==> config.mk <==
export PLATFORM = sky130hd
export DESIGN_NAME = param_seq_divider_flat
export DESIGN_NICKNAME = d
export VERILOG_FILES = /design/src/rtl/param_seq_divider_if.sv /design/src/rtl/param_seq_divider.sv /design/src/flat_wrapper.sv
export SDC_FILE = /design/constraint.sdc
export NUM_CORES = 1
export LEC_CHECK = 0
export BUFFER_PORTS_ARGS = -buffer_cell sky130_fd_sc_hd__buf_2
export CAP_MARGIN = 15
export CORE_ASPECT_RATIO = 0.7
export CORE_MARGIN = 3
export CORE_UTILIZATION = 59
export CTS_CLUSTER_DIAMETER = 200
export CTS_CLUSTER_SIZE = 16
export DETAILED_ROUTE_END_ITERATION = 7
export GPL_TIMING_DRIVEN = 0
export MAX_ROUTING_LAYER = met4
export PLACE_DENSITY_LB_ADDON = 0.15
export SLEW_MARGIN = 20
export SYNTH_ARGS = -nofsm -noshare
export SYNTH_HDL_FRONTEND = slang
export SYNTH_SLANG_ARGS = --single-unit
==> constraint.sdc <==
create_clock -name clk -period 3.6 [get_ports clk]
set_input_delay 0.72 -clock clk [delete_from_list [all_inputs] [get_ports clk]]
set_output_delay 0.72 -clock clk [all_outputs]
set_load 0.005 [all_outputs]
==> src/rtl/param_seq_divider_if.sv <==
// Handshake and operand/result bundle for the sequential divider.
// The master drives the request and operands; the slave (the divider) returns the results.
interface param_seq_divider_if #(
    parameter int DW = 8
);
    logic            start;
    logic            signed_mode;
    logic [2*DW-1:0] dividend;
    logic [DW-1:0]   divisor;
    logic            busy;
    logic            done;
    logic            error;
    logic            overflow;
    logic [DW-1:0]   quotient;
    logic [DW-1:0]   remainder;

    modport master (
        output start, signed_mode, dividend, divisor,
        input  busy, done, error, overflow, quotient, remainder
    );

    modport slave (
        input  start, signed_mode, dividend, divisor,
        output busy, done, error, overflow, quotient, remainder
    );
endinterface

==> src/rtl/param_seq_divider.sv <==
// Multi-cycle restoring divider: 2*DW-bit dividend / DW-bit divisor -> DW-bit quotient and remainder.
// Signed operation works on magnitudes and applies the signs at the end (truncating division,
// remainder follows the dividend). Divide-by-zero and quotient overflow exit early from CHECK.
module param_seq_divider #(
    parameter int DW        = 8,
    parameter bit SIGNED_EN = 1'b1
) (
    input  logic               clk,
    input  logic               reset,
    param_seq_divider_if.slave bus
);
    localparam int CNT_W = (DW > 1) ? $clog2(DW) : 1;

    typedef enum logic [2:0] {
        IDLE,
        CHECK,
        ITER,
        FIXUP,
        DONE
    } state_t;

    state_t            state_reg;
    logic [2*DW-1:0]   dvd_reg;
    logic [DW-1:0]     dvs_reg;
    logic              smode_reg;
    logic [DW-1:0]     dvs_mag_reg;
    logic [DW-1:0]     rem_reg;
    logic [DW-1:0]     work_reg;
    logic              qneg_reg;
    logic              rneg_reg;
    logic [CNT_W-1:0]  cnt_reg;

    logic              busy_reg;
    logic              done_reg;
    logic              error_reg;
    logic              overflow_reg;
    logic [DW-1:0]     quotient_reg;
    logic [DW-1:0]     remainder_reg;

    // Operand magnitudes; only negated when the latched mode is signed and the operand is negative.
    logic              dvd_neg;
    logic              dvs_neg;
    logic [2*DW-1:0]   dvd_mag;
    logic [DW-1:0]     dvs_mag;

    assign dvd_neg = smode_reg & dvd_reg[2*DW-1];
    assign dvs_neg = smode_reg & dvs_reg[DW-1];
    assign dvd_mag = dvd_neg ? -dvd_reg : dvd_reg;
    assign dvs_mag = dvs_neg ? -dvs_reg : dvs_reg;

    // Trial subtract at DW+1 bits: the partial remainder stays below |divisor|, so the
    // difference always lies in (-|divisor|, |divisor|) and its top bit is a true sign.
    logic [DW:0]       shifted;
    logic [DW:0]       trial;

    assign shifted = {rem_reg, work_reg[DW-1]};
    assign trial   = shifted - {1'b0, dvs_mag_reg};

    // Sign application and signed-range check on the final magnitudes.
    logic [DW-1:0]     q_signed;
    logic [DW-1:0]     r_signed;
    logic              sovf;

    assign q_signed = qneg_reg ? -work_reg : work_reg;
    assign r_signed = rneg_reg ? -rem_reg : rem_reg;
    assign sovf     = smode_reg & (qneg_reg ? (work_reg[DW-1] & (|work_reg[DW-2:0]))
                                            : work_reg[DW-1]);

    // Control FSM and datapath; all outputs are registered here.
    always_ff @(posedge clk or posedge reset) begin
        if (reset) begin
            state_reg     <= IDLE;
            dvd_reg       <= '0;
            dvs_reg       <= '0;
            smode_reg     <= 1'b0;
            dvs_mag_reg   <= '0;
            rem_reg       <= '0;
            work_reg      <= '0;
            qneg_reg      <= 1'b0;
            rneg_reg      <= 1'b0;
            cnt_reg       <= '0;
            busy_reg      <= 1'b0;
            done_reg      <= 1'b0;
            error_reg     <= 1'b0;
            overflow_reg  <= 1'b0;
            quotient_reg  <= '0;
            remainder_reg <= '0;
        end else begin
            case (state_reg)
                IDLE: begin
                    done_reg <= 1'b0;
                    if (bus.start) begin
                        dvd_reg      <= bus.dividend;
                        dvs_reg      <= bus.divisor;
                        smode_reg    <= bus.signed_mode & SIGNED_EN;
                        error_reg    <= 1'b0;
                        overflow_reg <= 1'b0;
                        busy_reg     <= 1'b1;
                        state_reg    <= CHECK;
                    end
                end
                CHECK: begin
                    qneg_reg <= dvd_neg ^ dvs_neg;
                    rneg_reg <= dvd_neg;
                    if (dvs_reg == '0) begin
                        error_reg     <= 1'b1;
                        quotient_reg  <= '1;
                        remainder_reg <= dvd_reg[DW-1:0];
                        busy_reg      <= 1'b0;
                        done_reg      <= 1'b1;
                        state_reg     <= DONE;
                    end else if (dvd_mag[2*DW-1:DW] >= dvs_mag) begin
                        overflow_reg  <= 1'b1;
                        quotient_reg  <= '0;
                        remainder_reg <= '0;
                        busy_reg      <= 1'b0;
                        done_reg      <= 1'b1;
                        state_reg     <= DONE;
                    end else begin
                        dvs_mag_reg <= dvs_mag;
                        rem_reg     <= dvd_mag[2*DW-1:DW];
                        work_reg    <= dvd_mag[DW-1:0];
                        cnt_reg     <= '0;
                        state_reg   <= ITER;
                    end
                end
                ITER: begin
                    if (!trial[DW]) begin
                        rem_reg  <= trial[DW-1:0];
                        work_reg <= {work_reg[DW-2:0], 1'b1};
                    end else begin
                        rem_reg  <= shifted[DW-1:0];
                        work_reg <= {work_reg[DW-2:0], 1'b0};
                    end
                    cnt_reg <= cnt_reg + CNT_W'(1);
                    if (cnt_reg == CNT_W'(DW - 1)) begin
                        state_reg <= FIXUP;
                    end
                end
                FIXUP: begin
                    if (sovf) begin
                        overflow_reg  <= 1'b1;
                        quotient_reg  <= '0;
                        remainder_reg <= '0;
                    end else begin
                        quotient_reg  <= q_signed;
                        remainder_reg <= r_signed;
                    end
                    busy_reg  <= 1'b0;
                    done_reg  <= 1'b1;
                    state_reg <= DONE;
                end
                DONE: begin
                    done_reg  <= 1'b0;
                    state_reg <= IDLE;
                end
                default: begin
                    state_reg <= IDLE;
                end
            endcase
        end
    end

    assign bus.busy      = busy_reg;
    assign bus.done      = done_reg;
    assign bus.error     = error_reg;
    assign bus.overflow  = overflow_reg;
    assign bus.quotient  = quotient_reg;
    assign bus.remainder = remainder_reg;
endmodule

==> src/flat_wrapper.sv <==
// flat-port wrapper written by rule: the top's interface ports become plain ports
module param_seq_divider_flat 
#(
    parameter int DW        = 8,
    parameter bit SIGNED_EN = 1'b1
)
  (clk, reset, bus_start, bus_signed_mode, bus_dividend, bus_divisor, bus_busy, bus_done, bus_error, bus_overflow, bus_quotient, bus_remainder);
  param_seq_divider_if #(.DW(DW)) bus_i ();
  input  logic clk;
  input  logic reset;
  input wire logic [$bits(bus_i.start)-1:0] bus_start;
  input wire logic [$bits(bus_i.signed_mode)-1:0] bus_signed_mode;
  input wire logic [$bits(bus_i.dividend)-1:0] bus_dividend;
  input wire logic [$bits(bus_i.divisor)-1:0] bus_divisor;
  output wire logic [$bits(bus_i.busy)-1:0] bus_busy;
  output wire logic [$bits(bus_i.done)-1:0] bus_done;
  output wire logic [$bits(bus_i.error)-1:0] bus_error;
  output wire logic [$bits(bus_i.overflow)-1:0] bus_overflow;
  output wire logic [$bits(bus_i.quotient)-1:0] bus_quotient;
  output wire logic [$bits(bus_i.remainder)-1:0] bus_remainder;
  assign bus_i.start = bus_start;
  assign bus_i.signed_mode = bus_signed_mode;
  assign bus_i.dividend = bus_dividend;
  assign bus_i.divisor = bus_divisor;
  assign bus_busy = bus_i.busy;
  assign bus_done = bus_i.done;
  assign bus_error = bus_i.error;
  assign bus_overflow = bus_i.overflow;
  assign bus_quotient = bus_i.quotient;
  assign bus_remainder = bus_i.remainder;
  param_seq_divider #(.DW(DW), .SIGNED_EN(SIGNED_EN)) u_core (.clk(clk), .reset(reset), .bus(bus_i));
endmodule
Word-level counts from Yosys, hierarchy flattened
Cells that the tools add are included.
{ "word_totals": {"register_bits": 77, "input_bits": 28, "out_inout_bits": 20, "wordCells": 102} }
{ "op_classes": {"n_addsub": 6, "n_lt_le_gt_ge": 1, "eq_ne": 13, "muxes": 41, "n_bitwise": 7, "reduce_logical": 18} }
{ "ops": {"columns": ["operator", "n"], "rows": [
  ["2-to-1 mux 8 bit", 13],
  ["case mux 8 bit (2 select lines)", 4],
  ["negation 8 bit", 3],
  ["2-to-1 mux 3 bit", 6],
  ["2-to-1 mux 16 bit", 1],
  ["negation 16 bit", 1],
  ["case mux 3 bit (4 select lines)", 1],
  ["AND reduction 3 bit", 4],
  ["2-to-1 mux 1 bit", 11],
  ["case mux 1 bit (3 select lines)", 3],
  ["subtractor 9 x 8 -> 9 bit", 1],
  ["greater-or-equal comparator 8 bit", 1],
  ["logical NOT 8 bit", 1],
  ["!= test 2 x 1 -> 1 bit, second input constant", 4],
  ["AND reduction 2 bit", 4],
  ["OR reduction 7 bit", 1],
  ["== test 3 x 2 -> 1 bit, second input constant", 2],
  ["== test 3 bit, second input constant", 2],
  ["!= test 2 bit, second input constant", 3],
  ["case mux 3 bit (2 select lines)", 1],
  ["nonzero test 2 bit", 3],
  ["nonzero test 3 bit", 2],
  ["AND reduction 5 bit", 1],
  ["bitwise AND 1 bit", 4],
  ["8 further kinds", 9]
]} }

Longest topological paths before layout
Gate-level depths: netlist of run 1.
{ "logic_depth": {"word_depth": 6, "mapped_depth": 13, "depth_no_buf": 12} }

Worst setup path before layout of run 1
OpenSTA, ideal clock, no wires.
{ "synth_timing": {"path_type": "reg2reg", "startpoint": "reg u_core.dvd_reg[6]", "endpoint": "reg u_core.rem_reg[6]", "setup_ns": 0.138, "arrival_ns": 2.783, "required_ns": 3.462, "setup_slack_ns": 0.679, "stages_incl_launch_ff": 13, "n_path_buf": 1, "period_less_slack_ns": 2.921, "path_cell_list": "dfrtp_1 nor4_1 nand4_1 o31ai_1 and2_1 ha_1 nand3_1 o221ai_1 a21oi_2 nand2_8 buf_6 mux2i_1 o22ai_1"} }
{ "synth_between": {"elab_chain_len": 5, "elab_cells_between_ends": 8, "cone_classes": "add/sub: 1; order compare: 1; eq/ne: 1; mux: 4; reduce/logical: 1"} }
{ "synth_lines": {"columns": ["item", "line_no", "text"], "rows": [
  ["from (decl)", "param_seq_divider.sv:23", "logic [2*DW-1:0] dvd_reg;"],
  ["from (signal assigned)", "param_seq_divider.sv:93", "dvd_reg <= bus.dividend;"],
  ["negation 16 bit (*)", "param_seq_divider.sv:48", "assign dvd_mag = dvd_neg ? -dvd_reg : dvd_reg;"],
  ["2-to-1 mux 16 bit (*)", "param_seq_divider.sv:48", null],
  ["greater-or-equal comparator 8 bit / 2-to-1 mux 8 bit (equally long branches)", "param_seq_divider.sv:112", "end else if (dvd_mag[2*DW-1:DW] >= dvs_mag) begin"],
  ["!= test 2 bit (no line) / 2-to-1 mux 8 bit (equally long branches)", null, null],
  ["AND reduction 3 bit (no line) / case mux 8 bit (2 select lines) (equally long branches)", null, null],
  ["to (signal assigned)", "param_seq_divider.sv:121", "rem_reg <= dvd_mag[2*DW-1:DW];"],
  ["to (signal assigned)", "param_seq_divider.sv:129", "rem_reg <= trial[DW-1:0];"],
  ["to (signal assigned)", "param_seq_divider.sv:132", "rem_reg <= shifted[DW-1:0];"],
  ["to (decl)", "param_seq_divider.sv:27", "logic [DW-1:0] rem_reg;"]
]} }
Every way passes the cells marked *; elsewhere a longest branch is shown, timed or not. The select of a mux whose other input is x is not followed.
A chain may end at the register's enable or synchronous reset.

Worst setup path after layout of run 1
{ "layout_timing": {"startpoint": "reg u_core.dvd_reg[2]", "endpoint": "reg u_core.rem_reg[2]"} }
Same word-level chain as after synthesis.

==> impl_results.md, run 1 <==
* Most frequent cells in the layout: dfrtp_1, buf_2, nand2_1
* Die X at 112 um
* Synth Area in Compound Gates at 16.1%
* Vias per cell at 5.88
* Startpoint Class: register
* Outcome: finished, final reports clean
* Most common cell after layout, fill and taps aside: dfrtp_1
* I/O pins at 48
* R2R setup slack at 200 ps
* Fin crit period at 3400 ps
* Number of fill cells at 565
* Data required, critical path at 3830 ps
* Die height at 80.0 um
* First-pass GRT wire length at 18.9 mm
* Worst slew margin at 52.8%
* Number of flip-flops in the largest register at 16
* FP Rows at 26
* Syn Area/Cell at 9.65 um^2
* R2r worst-path depth at 13
* Worst-Skew Late Latency at 360 ps
* Clk buf depth at 2
* Cell-internal power at 3.24 mW
* Post-synth ARST share at 100%
* EDFF count, synth at 0
* Post-route clock skew at 11.6 ps
* Tot Pwr at 5.86 mW
* Reg2reg end: u_core.rem_reg[2]
* Clock sinks at 77
* Worst r2r src: u_core.dvd_reg[2]
* Slew Limit Fails at 0
* Largest cells by area after synthesis: dfrtp_1, ha_1, mux2_2
* Number of synthesized register bits at 77
* Synth top area share at 41.7%
* Post-synthesis cell count at 479
* Cell Area, Placed at 5010 um^2
* Final Cell Area at 5280 um^2
* Unrepaired setup endpoints after global routing: false
* Clock slew at reported path FFs at 80 ps
* CTS buffer count at 9
* Total Neg Setup Slack at 0 ps
* YS warnings at 0
* Post-DP HPWL at 8.62 mm
* Leak at 2.39 nW
* Flop pwr share at 30.5%
* Synthesized area at 4620 um^2
* H-tree depth at 3
* Combinational share of power at 56.0%
* Post-route DRC at 0
* Antenna viol nets, final at 0
* Largest family of logic cells by synthesized area: compound AO/OA/AOI/OAI gates
* Number of global-route vias before repair at 3748
* Hold Crit Class: in -> async
* Setup Viol. Count Final at 0
* Area Overhead vs Synth at 14.4%
* Initial core utilization at 62.0%
* Post-Synth Adder-Cell Area at 6.39%
* Final hold viol count at 0
* Global route overflow at 0
* Detailed Route WL at 11.1 mm
* Area of the core at 7450 um^2
* Slew @ Worst Pin at 703 ps
* Worst vdd ir at 472 uV
* GRT Resource Usage Total at 27.8%
* DRT Pass-1 Iters at 5
* Final #Nets at 590
* Simple-Gate Fraction of Synth Area at 13.8%
* Placer Congestion at 0.890
* Mapped Nets at 530
* Cts-stage hold buffer count at 0
* Crit path from: u_core.dvd_reg[2]
* NetSw at 2.63 mW
* Fin crit share at 94.5%
* Critical Path Fanout Max at 10
* Vias at 3777
* Initial DRC count at 308
* Buffers added on ports at 47
* CTS tree: built
* Initial antenna violation count at 0
* Sw Ratio at 44.8%
* Ant diodes at 0
* Fmax at 294 MHz
* Max-cap violations at 0
* WL/cell at 17.2 um
* Unique masters post-synth at 51
* Power density over the cells at 1110 nW/um^2
* XOR/XNOR Fraction of Synth Area at 7.01%
* Mux cell area share after synthesis at 10.8%
* Worst setup EP type: register
* Largest net degree at the start of global routing at 60
* Critical Setup Path Class: reg -> reg
* Die area at 8950 um^2
* Clk network pwr share at 13.4%
* Register area share after synthesis at 41.7%
* End point of the critical path: u_core.rem_reg[2]
* Synth area leader: dfrtp_1
* CTS root buf: clkbuf_8
* Arr. time, crit path at 3630 ps
* Fraction of layout cells with a size suffix above 1 at 19.3%
* Most used DFF post-synth: dfrtp_1
-- power by group through the flow --
stage          Clock, mW  Combinational, mW  Sequential, mW
2_1_floorplan          0               2.46            1.64
6_report           0.787               3.29            1.79
4_1_cts            0.802               3.22            1.77
5_1_grt            0.837               3.70            1.85
3_3_place_gp           0               3.06            1.75
3_5_place_dp           0               3.20            1.78
-- worst min-delay path by stage --
stage	from	end	slack, ps	depth (start not counted)
detailed placement	u_core.dvs_mag_reg[6]	u_core.dvs_mag_reg[6]	470	2
global route	reset	u_core.bus.quotient[0]	310	2
floorplan	u_core.dvs_mag_reg[2]	u_core.dvs_mag_reg[2]	450	2
finish	reset	u_core.bus.quotient[7]	290	2
CTS	reset	u_core.cnt_reg[0]	300	2
global placement	u_core.dvs_mag_reg[3]	u_core.dvs_mag_reg[3]	460	2
-- cell type report --
class	count	area [um^2]	area share [%]
Buffer	23	116	2.20
Clock buffer	11	131	2.49
Clock inverter	5	108	2.04
Inverter	21	81.3	1.54
Multi-Input combinational cell	358	2530	47.8
Sequential cell	77	1930	36.5
Tap cell	98	123	2.32
Timing Repair Buffer	49	270	5.11
-- metrics by stage --
step,hold slack [ps],setup WS (ps),std cells,utilization (%)
floorplan,450,679,479,-
global placement,462,72.2,624,66.8
detailed placement,473,18.3,625,67.2
CTS,296,14.0,641,70.4
global route,315,48.1,642,70.9
finish,294,197,642,70.9
-- metal layers --
metal	vias to the layer above	wire [um]	global-route usage, %
met2	132	4820	40.2
met3	16	796	5.76
met4	0	130	9.48
met5	-	0	-
met1	1822	5310	39.1
li1	1807	-	-
-- synth_stat cells, types with 8 or more instances --
library cell / count
xor2_1: 13
dfrtp_1: 77
mux2_2: 23
ha_1: 22
o21ai_0: 29
xnor2_1: 24
mux2i_1: 23
nor3_1: 9
nor2_1: 36
nand2_1: 52
o31ai_1: 8
o21a_1: 10
clkbuf_1: 11
inv_1: 21
a21oi_1: 30
-- critical path, stage by stage (launching register included) --
cell      delay (ps)
dfrtp_1          370
clkbuf_1         250
nor4_4           400
and2_1           270
a21oi_1          110
xnor2_1          360
ha_1             310
nor2b_1          110
o21ai_0          180
a21oi_4          320
nand2_8          130
buf_6            190
mux2i_1          190
mux2i_1          100
-- what timing repair did --
item                       CTS  global route
setup buffers                0             1
setup endpoints to repair    0            47
resized for setup            0             4
-- cells by family (layout without fill, tap and decap cells) --
| family | after synthesis | count (layout) |
|---|---|---|
| AOI/OAI and AO/OA | 116 | 116 |
| xor gates and xnor gates | 37 | 37 |
| adders and majority gates | 23 | 23 |
| buffers and inverters | 44 | 109 |
| DFF | 77 | 77 |
| muxes | 47 | 47 |
| and+or+nand+nor | 135 | 135 |
No activity file was read; power rests on OpenSTA's default activity.
==> run 2, diff against run 1 <==
--- a/config.mk
+++ b/config.mk
@@ -9,7 +9,7 @@
 export CAP_MARGIN = 15
 export CORE_ASPECT_RATIO = 0.7
 export CORE_MARGIN = 3
-export CORE_UTILIZATION = 59
+export CORE_UTILIZATION = 55
 export CTS_CLUSTER_DIAMETER = 200
 export CTS_CLUSTER_SIZE = 16
 export DETAILED_ROUTE_END_ITERATION = 7
==> run 2 against run 1 <==
Against the previous run: first-iteration DRC count grew 13%; clock power grew 33%; fmax shrank 1.3%; global-route usage shrank 1.5 points; clock skew shrank 6.3 ps; combinational power is essentially flat; critical path type unchanged; critical endpoint is now u_core.rem_reg[6].
==> impl_results.md, run 2 (synthesis results as in run 1) <==
* Outcome: finished, final reports clean
* Final hold viol count at 0 (unchanged)
* Initial core utilization at 57.7% (-4.3 points)
* Clock sinks at 77 (unchanged)
* Worst slew margin at 56.5% (+3.7 points)
* Clock slew at reported path FFs at 60 ps (-20 ps)
* FP Rows at 27 (+3.8%)
* Die height at 82.7 um (+3.3%)
* Placer Congestion at 0.897 (+0.82%)
* Initial antenna violation count at 0 (unchanged)
* Most frequent cells in the layout: dfrtp_1, buf_2, nand2_1
* Global route overflow at 0 (unchanged)
* Die area at 9550 um^2 (+6.8%)
* Final #Nets at 589 (-0.17%)
* Hold Crit Class: in -> async
* GRT Resource Usage Total at 26.3% (-1.5 points)
* Slew @ Worst Pin at 648 ps (-55.0 ps)
* Clk buf depth at 2 (unchanged)
* Worst Slack Setup Final at 151 ps (-45.7 ps)
* R2R setup slack at 150 ps (-50 ps)
* Area of the core at 8010 um^2 (+7.5%)
* Setup Viol. Count Final at 0 (unchanged)
* Detailed Route WL at 11.3 mm (+2.6%)
* Buffers added on ports at 47 (unchanged)
* Post-DP HPWL at 8.62 mm (about the same)
* Startpoint Class: register
* H-tree depth at 3 (unchanged)
* Data required, critical path at 3790 ps (-40 ps)
* Power density over the cells at 1140 nW/um^2 (+2.7%)
* CP max-delay cell: nor4_2
* Antenna viol nets, final at 0 (unchanged)
* Area Overhead vs Synth at 16.3%
* Post-route clock skew at 5.38 ps (-6.26 ps)
* Leak at 2.43 nW (+1.4%)
* Number of fill cells at 656 (+16%)
* Die X at 116 um (+3.4%)
* Critical path's largest stage delay at 420 ps (+20 ps)
* Fraction of layout cells with a size suffix above 1 at 19.5% (+0.22 points)
* Number of flip-flops in the largest register at 16 (unchanged)
* CTS buffer count at 9 (unchanged)
* DP Worst Slack at 62.1 ps (+43.8 ps)
* Number of global-route vias before repair at 3544 (-5.4%)
* Fin crit share at 95.8% (+1.3 points)
* Most common cell after layout, fill and taps aside: dfrtp_1
* Post-route DRC at 0 (unchanged)
* Largest net degree at the start of global routing at 44 (-27%)
* Worst-Skew Late Latency at 340 ps (-20 ps)
* Critical Path Fanout Max at 10 (unchanged)
* Cts-stage hold buffer count at 0 (unchanged)
* Crit-path cells: clkbuf_1 > nor4_2 > and2_1 > a31oi_1 > xor2_1 > ha_1 > a21oi_1 > o221ai_1 > a21oi_4 > nand2_8 > buf_6 > mux2i_1 > o22ai_1
* Vias per cell at 5.83 (-0.84%)
* Worst vdd ir at 549 uV (+16%)
* Max-cap violations at 0 (unchanged)
* Ant diodes at 0 (unchanged)
* Critical Setup Path Class: reg -> reg
* Total Neg Setup Slack at 0 ps (unchanged)
* DRT Pass-1 Iters at 5 (unchanged)
* WL/cell at 17.6 um (+2.2%)
* Unrepaired setup endpoints after global routing: false
* I/O pins at 48 (unchanged)
* Arr. time, crit path at 3640 ps (about the same)
* CTS root buf: clkbuf_16
* First-pass GRT wire length at 18.4 mm (-3.0%)
* Initial DRC count at 349 (+13%)
* Worst setup EP type: register
* Vias at 3757 (-0.53%)
* Post-CTS Setup Inserts at 0 (unchanged)
* Fin crit period at 3450 ps (+45.7 ps)
* Fmax at 290 MHz (-1.3%)
* Slew Limit Fails at 0 (unchanged)
* CTS tree: built
## run 2: changes by cell type in the layout (fill, tap and decap cells not counted), sizes merged
cell	before	now
buf	61	60
clkbuf	22	20
clkinvlp	0	2
## run 2: repair_timing
item / CTS / global route
endpoints found under the hold margin: 0 / 0
gates resized for setup: 0 / 3
setup endpoints to repair: 0 / 47
## run 2: per-stage QoR
step / instance area (um^2) / std cells / total power [mW] / hold WS (ps) / util [%]
finish: 5370 / 644 / 6.12 / 400 / 67.1
global route: 5370 / 644 / 6.61 / 430 / 67.1
CTS: 5350 / 644 / 6.07 / 410 / 66.9
detailed placement: 5000 / 628 / 4.99 / 473 / 62.5
global placement: 4980 / 627 / 4.82 / 466 / 62.2
floorplan: 4620 / 479 / 4.10 / 450 / -
## run 2: cell type report
| cell class | count | area, um^2 | area share, % |
|---|---|---|---|
| repair buffers | 48 | 255 | 4.75 |
| inverters | 21 | 81.3 | 1.51 |
| clock inverters | 7 | 123 | 2.28 |
| flip-flops and latches | 77 | 1930 | 35.9 |
| clock buffers | 9 | 225 | 4.19 |
| multi-input cells | 358 | 2520 | 46.9 |
| plain buffers | 23 | 116 | 2.17 |
| well taps | 101 | 126 | 2.35 |
## run 2: metal layers
metal / vias up / routed length [um] / global-route usage (%)
li1: 1810 / - / -
met1: 1782 / 5440 / 37.6
met2: 143 / 4910 / 38.6
met3: 22 / 829 / 5.32
met4: 0 / 167 / 6.21
met5: - / 0 / -
## run 2: path summary, 6_finish.rpt
check / cells after the start / to / start
max in group asynchronous: 3 / u_core.dvs_reg[0] / reset
max reg2reg: 13 / u_core.rem_reg[6] / u_core.dvd_reg[2]
min reg2reg: 1 / u_core.bus.quotient[6] / u_core.bus.quotient[6]
max: 13 / u_core.rem_reg[6] / u_core.dvd_reg[2]
min: 2 / u_core.bus.quotient[0] / reset
min in group clk: 1 / u_core.bus.quotient[6] / u_core.bus.quotient[6]
## run 2: worst max-delay path: cells and delay by family, from the launching register on
kind	cells	cell delay (ps)
compound gates	5	860
mux	1	160
fa+ha+maj	1	330
flops	1	360
simple gates	3	810
xor+xnor	1	350
buf+inv	2	430
## run 2: where the power goes
part | switching (mW) | internal (mW) | total, mW | leakage, nW
combinational | 1.81 | 1.47 | 3.28 | 1.32
clock | 0.370 | 0.680 | 1.05 | 0.162
sequential | 0.495 | 1.29 | 1.79 | 0.940
==> run 3, diff against run 2 <==
--- a/config.mk
+++ b/config.mk
@@ -8,13 +8,12 @@
 export BUFFER_PORTS_ARGS = -buffer_cell sky130_fd_sc_hd__buf_2
 export CAP_MARGIN = 15
 export CORE_ASPECT_RATIO = 0.7
-export CORE_MARGIN = 3
+export CORE_MARGIN = 1.5
 export CORE_UTILIZATION = 55
 export CTS_CLUSTER_DIAMETER = 200
 export CTS_CLUSTER_SIZE = 16
 export DETAILED_ROUTE_END_ITERATION = 7
 export GPL_TIMING_DRIVEN = 0
-export MAX_ROUTING_LAYER = met4
 export PLACE_DENSITY_LB_ADDON = 0.15
 export SLEW_MARGIN = 20
 export SYNTH_ARGS = -nofsm -noshare
==> run 3 against run 2 <==
Against the previous run: the flow now finishes with violations (design-rule violations); final area increased by 0.75%; critical endpoint is now u_core.work_reg[3]; largest power group unchanged; cell count unchanged; total power increased by 1.6%; utilization increased by 0.50 points; critical path type unchanged.
==> impl_results.md, run 3 (synthesis results as in run 1) <==
* Setup Viol. Count Final at 0 (unchanged)
* Post-route DRC at 5 (+5)
* H-tree depth at 3 (unchanged)
* Clock sinks at 77 (unchanged)
* Die height at 79.7 um (-3.6%)
* Worst vdd ir at 569 uV (+3.7%)
* Leak at 2.45 nW (+0.87%)
* Hold Crit Class: in -> async
* Final Cell Area at 5410 um^2 (+0.75%)
* Worst slew margin at 59.7% (+3.3 points)
* Initial core utilization at 57.7% (unchanged)
* Initial DRC count at 201 (-42%)
* R2R setup slack at 140 ps (about the same)
* Final hold viol count at 0 (unchanged)
* First-pass GRT wire length at 18.5 mm (+0.64%)
* Number of global-route vias before repair at 3708 (+4.6%)
* Slew @ Worst Pin at 604 ps (-44.0 ps)
* DRT Pass-1 Iters at 7 (+2)
* Slew Limit Fails at 0 (unchanged)
* Arr. time, crit path at 3670 ps (+30 ps)
* Reg2reg end: u_core.work_reg[3]
* Area of the core at 8010 um^2 (unchanged)
* Post-CTS Setup Inserts at 0 (unchanged)
* Hold WS at 398 ps (-1.44 ps)
* CTS buffer count at 9 (unchanged)
* Final #Nets at 589 (unchanged)
* Clk buf depth at 2 (unchanged)
* Data required, critical path at 3820 ps (+30 ps)
* Number of fill cells at 644 (-1.8%)
* Buffers added on ports at 47 (unchanged)
* Violated checks: design-rule violations
* Critical Path Fanout Max at 10 (unchanged)
* Power density over the cells at 1150 nW/um^2 (+0.83%)
* CTS tree: built
* Critical Setup Path Class: reg -> reg
* Number of flip-flops in the largest register at 16 (unchanged)
* Vias at 3823 (+1.8%)
* Die area at 8970 um^2 (-6.1%)
* Total Neg Setup Slack at 0 ps (unchanged)
* Startpoint Class: register
* Antenna viol nets, final at 0 (unchanged)
* R2r worst-path depth at 13 (unchanged)
* Area of the multi-input gates at 2530 um^2 (+0.65%)
* Die X at 113 um (-2.6%)
* Worst r2r src: u_core.dvd_reg[2]
* Placer Congestion at 0.910 (+1.4%)
* I/O pins at 48 (unchanged)
* CTS root buf: clkbuf_16
* Ant diodes at 0 (unchanged)
* Cell Area, Placed at 5000 um^2 (unchanged)
* GRT Resource Usage Total at 27.3% (+1.1 points)
* Fraction of layout cells with a size suffix above 1 at 19.7% (+0.18 points)
* Fin crit share at 96.0% (+0.19 points)
* FP Rows at 27 (unchanged)
* Clock slew at reported path FFs at 60 ps (about the same)
* Largest net degree at the start of global routing at 44 (unchanged)
* Worst setup EP type: register
* Most frequent cells in the layout: dfrtp_1, buf_2, nand2_1
* Most common cell after layout, fill and taps aside: dfrtp_1
* Outcome: complete, but fails checks
* WL/cell at 17.8 um (+1.1%)
* Post-route clock skew at 5.16 ps (-0.216 ps)
* Detailed Route WL at 11.5 mm (+1.1%)
* Initial antenna violation count at 0 (unchanged)
* Seq. cell area at 1930 um^2 (unchanged)
* Placed cells at 628 (unchanged)
* Vias per cell at 5.94 (+1.8%)
* Unrepaired setup endpoints after global routing: true
* Fin crit period at 3460 ps (+6.82 ps)
* Max-cap violations at 0 (unchanged)
* Finished Layout Cells at 644 (unchanged)
* Fmax at 289 MHz (-0.20%)
* Global route overflow at 0 (unchanged)
* Worst-Skew Late Latency at 340 ps (about the same)
* Post-DP HPWL at 8.65 mm (+0.37%)
* Area Overhead vs Synth at 17.1%
## run 3: worst max path at each step
| stage | startpoint | endpoint | depth (start not counted) |
|---|---|---|---|
| 2_1_floorplan | u_core.dvd_reg[6] | u_core.rem_reg[6] | 12 |
| 3_3_place_gp | reset | u_core.dvs_reg[1] | 2 |
| 3_5_place_dp | u_core.dvd_reg[6] | u_core.rem_reg[6] | 12 |
| 4_1_cts | u_core.dvd_reg[6] | u_core.work_reg[3] | 12 |
| 5_1_grt | u_core.dvd_reg[2] | u_core.rem_reg[6] | 13 |
| 6_report | u_core.dvd_reg[2] | u_core.work_reg[3] | 13 |
## run 3: what timing repair did
action / CTS / global route
resized for setup: 1 / 4
hold buffers: 0 / 0
setup endpoints to repair: 1 / 45
## run 3: cell type report
type	count	area share [%]
plain buffers	23	2.15
clock buffers	9	4.16
clock inverters	7	2.70
inverters	21	1.50
multi-input cells	358	46.8
flip-flops and latches	77	35.6
well taps	101	2.33
repair buffers	48	4.72
## run 3: where the power goes
| part | total (mW) | switching [mW] | internal (mW) | leakage, nW |
|---|---|---|---|---|
| clock network | 1.12 | 0.366 | 0.752 | 0.180 |
| registers | 1.80 | 0.512 | 1.29 | 0.940 |
| logic | 3.30 | 1.83 | 1.47 | 1.33 |
| total | 6.22 | 2.70 | 3.51 | 2.45 |
## run 3: routing by layer
metal / up-vias / GRT usage [%] / routed length, um
met5: - / 0 / 0
met1: 1834 / 38.0 / 5410
met4: 0 / 6.84 / 135
met3: 12 / 9.95 / 991
met2: 160 / 40.7 / 4930
li1: 1817 / - / -
## run 3: worst max-delay path, cell delays in order (launching register included)
cell and delay (ps):
dfrtp_1 360, clkbuf_1 260, nor4_4 390, and2_1 270, a31oi_1 120, xor2_1 320
ha_1 320, a21oi_1 160, o221ai_1 180, a21oi_4 310, nand2_8 130, buf_6 190
mux2i_1 230, o21ai_1 90
## run 3: per-stage QoR
stage	util [%]	power [mW]	setup WS (ps)
finish	67.6	6.22	144
detailed placement	62.5	4.99	92.4
global placement	62.2	4.82	70.6
floorplan	-	4.10	679
CTS	67.2	6.14	52.1
global route	67.6	6.67	-11.8
